## src/rtl/nto1_rr_muxer.sv

```systemverilog
// nto1_rr_muxer: N-to-1 multiplexer with a registered output stage and
// valid/ready handshakes on both sides. The channel moved into the output
// register is chosen either round-robin (mode=0) or by the select input b
// (mode=1). The round-robin pointer is exported on dbg_ptr for observation.
//
// Handshake rule (both sides): a word moves across an interface on a rising
// clock edge exactly when valid and ready are both 1 in the preceding cycle.
// A producer keeps valid and data stable until it sees ready; ready may be
// asserted without valid and is never allowed to depend on it combinationally
// beyond the grant decision of the channel it is offered to.
module nto1_rr_muxer #(
  parameter int N  = 4,
  parameter int W  = 8,
  parameter int SW = 2
) (
  input  logic           clock,
  input  logic           reset,
  input  logic [N*W-1:0] x,
  input  logic [N-1:0]   x_valid,
  output logic [N-1:0]   x_ready,
  input  logic           mode,
  input  logic [SW-1:0]  b,
  output logic [W-1:0]   z,
  output logic           z_valid,
  input  logic           z_ready,
  output logic [SW-1:0]  z_sel,
  output logic [SW-1:0]  dbg_ptr
);

  // Round-robin pointer: channel with the highest priority next cycle.
  logic [SW-1:0] ptr;

  logic          load;
  logic          xfer;
  logic          rr_found;
  logic [SW-1:0] rr_idx;
  logic          fx_found;
  logic [SW-1:0] fx_idx;
  logic          grant_exists;
  logic [SW-1:0] grant_idx;
  logic [W-1:0]  grant_word;

  // (base + off) mod N for off in 0..N; keeps indices inside 0..N-1 even
  // when N is not a power of two.
  function automatic logic [SW-1:0] wrap_add(input logic [SW-1:0] base, input int off);
    int s;
    s = int'(base) + off;
    if (s >= N) s = s - N;
    return SW'(s);
  endfunction

  // Output register can accept a new word when empty or draining this cycle.
  assign load = ~z_valid | z_ready;

  // Round-robin scan: offsets visited from far to near so the nearest valid
  // channel to ptr (offset 0 first) is the one left in rr_idx.
  always_comb begin
    rr_found = 1'b0;
    rr_idx   = '0;
    for (int k = N - 1; k >= 0; k--) begin
      if (x_valid[wrap_add(ptr, k)]) begin
        rr_found = 1'b1;
        rr_idx   = wrap_add(ptr, k);
      end
    end
  end

  // Fixed select: only an in-range b with a valid word yields a grant.
  always_comb begin
    fx_found = 1'b0;
    fx_idx   = b;
    for (int i = 0; i < N; i++) begin
      if ((b == SW'(i)) && x_valid[i]) fx_found = 1'b1;
    end
  end

  assign grant_exists = mode ? fx_found : rr_found;
  assign grant_idx    = mode ? fx_idx   : rr_idx;

  // A word is taken only when not in reset; reset discards everything.
  assign xfer = load & grant_exists & ~reset;

  // One-hot ready for the granted channel and its data word.
  always_comb begin
    x_ready    = '0;
    grant_word = '0;
    for (int i = 0; i < N; i++) begin
      if (grant_idx == SW'(i)) begin
        x_ready[i] = xfer;
        grant_word = x[i*W +: W];
      end
    end
  end

  // Output register and round-robin pointer update.
  always_ff @(posedge clock) begin
    if (reset) begin
      z       <= '0;
      z_valid <= 1'b0;
      z_sel   <= '0;
      ptr     <= '0;
    end else if (load) begin
      if (xfer) begin
        z       <= grant_word;
        z_sel   <= grant_idx;
        z_valid <= 1'b1;
        if (!mode) ptr <= wrap_add(grant_idx, 1);
      end else begin
        // Nothing to load: mark empty, keep stale data and source index.
        z_valid <= 1'b0;
      end
    end
  end

  assign dbg_ptr = ptr;

endmodule
```

## config.mk

```make
export PLATFORM = sky130hd
export DESIGN_NAME = nto1_rr_muxer
export DESIGN_NICKNAME = d
export VERILOG_FILES = /design/src/rtl/nto1_rr_muxer.sv
export SDC_FILE = /design/constraint.sdc
export NUM_CORES = 1
export LEC_CHECK = 0
export ABC_CLOCK_PERIOD_IN_PS = 3300
export BUFFER_PORTS_ARGS = -buffer_cell sky130_fd_sc_hd__buf_2
export CAP_MARGIN = 20
export CORE_MARGIN = 1
export CORE_UTILIZATION = 30
export CTS_CLUSTER_SIZE = 12
export DETAILED_ROUTE_END_ITERATION = 10
export HOLD_SLACK_MARGIN = 0.03
export PLACE_DENSITY = 0.56
export SYNTH_ARGS = -nofsm -noshare
export SYNTH_HDL_FRONTEND = slang
export SYNTH_SLANG_ARGS = --single-unit
```

## constraint.sdc

```tcl
create_clock -name clock -period 3.3 [get_ports clock]
set_input_delay 0.165 -clock clock [delete_from_list [all_inputs] [get_ports clock]]
set_output_delay 0.165 -clock clock [all_outputs]
set_load 0.03 [all_outputs]
```

==> out/qor.yml <==
setup_path:
  crit_type: "reg -> reg"
  cp.depth: 10
  critPathLaunchType: "flop"
  cp.required_ns: 3.49
  crit_top_cell: "a21oi_1"
  cp_cell_sequence: "nand2b_1, a21oi_1, o31ai_1, inv_1, ha_1, nor2b_1, a221oi_1, nor3_1, a21oi_1, a211oi_2"
  cp_slowest_stage_delay_ns: 0.55
  cp_top_family: "compound AO/OA/AOI/OAI gates"
  path_max_fanout: 12
  slowest_stage: "dfxtp_1"
  ff2ff_path_depth: 10
  r2r_start: "dbg_ptr[0]$_SDFFE_PP0P_"
  startpoint: "dbg_ptr[0]$_SDFFE_PP0P_"
  cp_data_arrival_time_ns: 3.08
  end_kind: "flop"
  crit_buf_inv: 1
outcome:
  status: "finished clean"
yosys:
  seq_area_frac_synth_pct: 25.3
  synth_nets: 169
  synth_top_cell_area_share_pct: 25.3
  ys.warnings.count: 0
  syn_inst: 123
  synth_edf_count: 0
  synth_seq_cells: 13
  synth_area_leaders: "dfxtp_1, a211oi_2, a221oi_1, a21oi_1, nor2b_1"
  synth_ff_type: "dfxtp_1"
  syn_area_per_cell_sq_um: 8.37
  synthesis.area_sq_um: 1030
  synth_top_cell_by_area: "dfxtp_1"
  yosysUniqueCellTypes: 34
  async_reset_ff_share_pct: 0
final_layout:
  final_cell_mix: "buf_2, nor2_1, dfxtp_1"
  final_common_cell: "buf_2"
  final_nets: 224
  syn2layout_area_growth_pct: 31.6
  fin_cells: 221
  fill_cells: 341
  n_antenna_cell: 0
  drive_gt1_share_pct: 43.5
route:
  wl_per_cell_microns: 12.6
  first_iter_violations: 113
  drt_first_pass_iters: 4
  routed_via_density: 4.90
  ant_nets: 0
  wl_mm: 2.78
  dr_total_vias: 1082
  drc: 0
grt:
  grt_start_max_net_pins: 23
  antenna_found_initial: 0
  grt_use_total_pct: 15.0
  grt_pass1_wl_mm: 4.08
  overflow: 0
  first_global_vias: 884
power:
  p_int_w: 0.000306
  power_density_nw_per_um2: 368
  ir_drop_mv: 0.144
  p_switching_w: 0.000193
  seq_power_share_pct: 36.8
  p_leak_nw: 0.610
  clkPwrFrac_pct: 19.2
  switching_share_pct: 38.6
  p_comb_share_pct: 44.0
die:
  start_util_pct: 32.7
  core_area_sq_um: 3150
  ios: 59
  row_count: 20
  dieArea_sq_um: 3670
  die_h_microns: 60.6
  fp.dieW_microns: 60.6
clock_tree:
  cts_buffer_depth: 2
  post_cts.repair.setup_buffers: 0
  cts_tree: "done"
  htree_levels: 1
  cts_root_buf: "clkbuf_4"
  cts.clk_slew.worst_paths_ns: 0.08
  cts_resized: 0
  numCtsBuffers: 3
  hold_buffers: 0
  clock_latency_ns: 0.27
  clock_sinks: 13
timing:
  hold_viol: 0
  drv_slew: 0
  setup_viol: 0
  layout_setup_ws_ns: 0.407
  max_freq_mhz: 346
  tns_ns: 0
  min_period_ns: 2.89
  finalCritPeriodShare_pct: 87.7
  worst_slew_pin_slew_ns: 0.964
  rsz0062_at_grt: "no"
  timing.slew.headroom_pct: 35.6
  skew_ns: 0.00839
min_path:
  whs_path_depth: 3
  worstHoldPathType: "in -> reg"
  min-delay-start: "z_ready"
run:
  drv_cap: 0
placement:
  numPortBuffers: 58
  post-place-ws_ns: 0.447
  dpl.hpwl_mm: 2.26
  globalplace.congestion: 0.794
  dp.cells: 217
## layout make-up
| class | count | area [sq um] | area share [%] |
|---|---|---|---|
| multi-input cells | 98 | 708 | 52.3 |
| repair buffers | 58 | 290 | 21.4 |
| flip-flops and latches | 13 | 260 | 19.2 |
| well taps | 44 | 55.1 | 4.06 |
| clock buffers | 4 | 26.3 | 1.94 |
| inverters | 4 | 15.0 | 1.11 |
## metal layers
metal  wire, microns  GRT usage (%)  part of all wire (%)  vias up
met2            1160           23.1                    42       46
met1            1360           20.9                    49      477
li1                -              -                     -      557
met4              19           4.87                  0.68        0
met3             232           3.20                   8.3        2
met5               0              0                     0        -
## state kept, by name, summed over array words and instances, names as in the netlist
register  flops
z             8
z_sel         2
z_valid       1
dbg_ptr       2
## Yosys cell counts (3+ instances only)
master / n
and2_1: 4
nor3_1: 8
inv_1: 3
nor2b_1: 9
a211oi_2: 10
nor2_1: 13
a21oi_1: 12
ha_1: 4
dfxtp_1: 13
a221oi_1: 7
nand2_1: 5
clkbuf_1: 5
nand2b_1: 6
## power groups by stage
| stage | Clock [W] | Sequential (W) | Combinational (W) |
|---|---|---|---|
| floorplan | 0 | 0.000214 | 0.000127 |
| global placement | 0 | 0.000187 | 0.000218 |
| detailed placement | 0 | 0.000187 | 0.000221 |
| CTS | 0.000100 | 0.000184 | 0.000221 |
| global route | 0.000111 | 0.000186 | 0.000240 |
| finish | 0.0000957 | 0.000184 | 0.000220 |
## final timing paths
check / slack, ns / end
worst max register to register: 0.41 / z[2]$_SDFFE_PP0P_
worst max-delay path: 0.41 / z[2]$_SDFFE_PP0P_
worst min register to register: 0.51 / z_valid$_SDFFE_PP0N_
worst min-delay path: 0.19 / z_valid$_SDFFE_PP0N_
## through the flow
| stage | util [%] | hold WS (ns) | total power, W | cell area, sq um |
|---|---|---|---|---|
| detailed placement | 42.1 | 0.471 | 0.000408 | 1330 |
| global route | 43.0 | 0.194 | 0.000537 | 1360 |
| floorplan | - | 0.230 | 0.000341 | 1030 |
| CTS | 43.0 | 0.178 | 0.000506 | 1360 |
| finish | 43.0 | 0.187 | 0.000499 | 1360 |
| global placement | 42.1 | 0.466 | 0.000405 | 1330 |
## cells by family after synthesis
group                    Yosys count  share of synthesized area, %
AO/OA/AOI/OAI                     39                          31.3
adder cells (fa/ha/maj)            4                          4.86
buffers and inverters             12                          5.95
flip-flops                        13                          25.3
multiplexers                       3                          5.35
AND/OR/NAND/NOR                   52                          27.2
## worst register-to-register path, cell delays in order, from the launching register on
cell and delay (ns):
dfxtp_1 0.55, nand2b_1 0.16, a21oi_1 0.07, o31ai_1 0.41, inv_1 0.16, ha_1 0.34
nor2b_1 0.41, a221oi_1 0.16, nor3_1 0.23, a21oi_1 0.09, a211oi_2 0.23
Note: power is estimated with default switching activity, not from simulation.
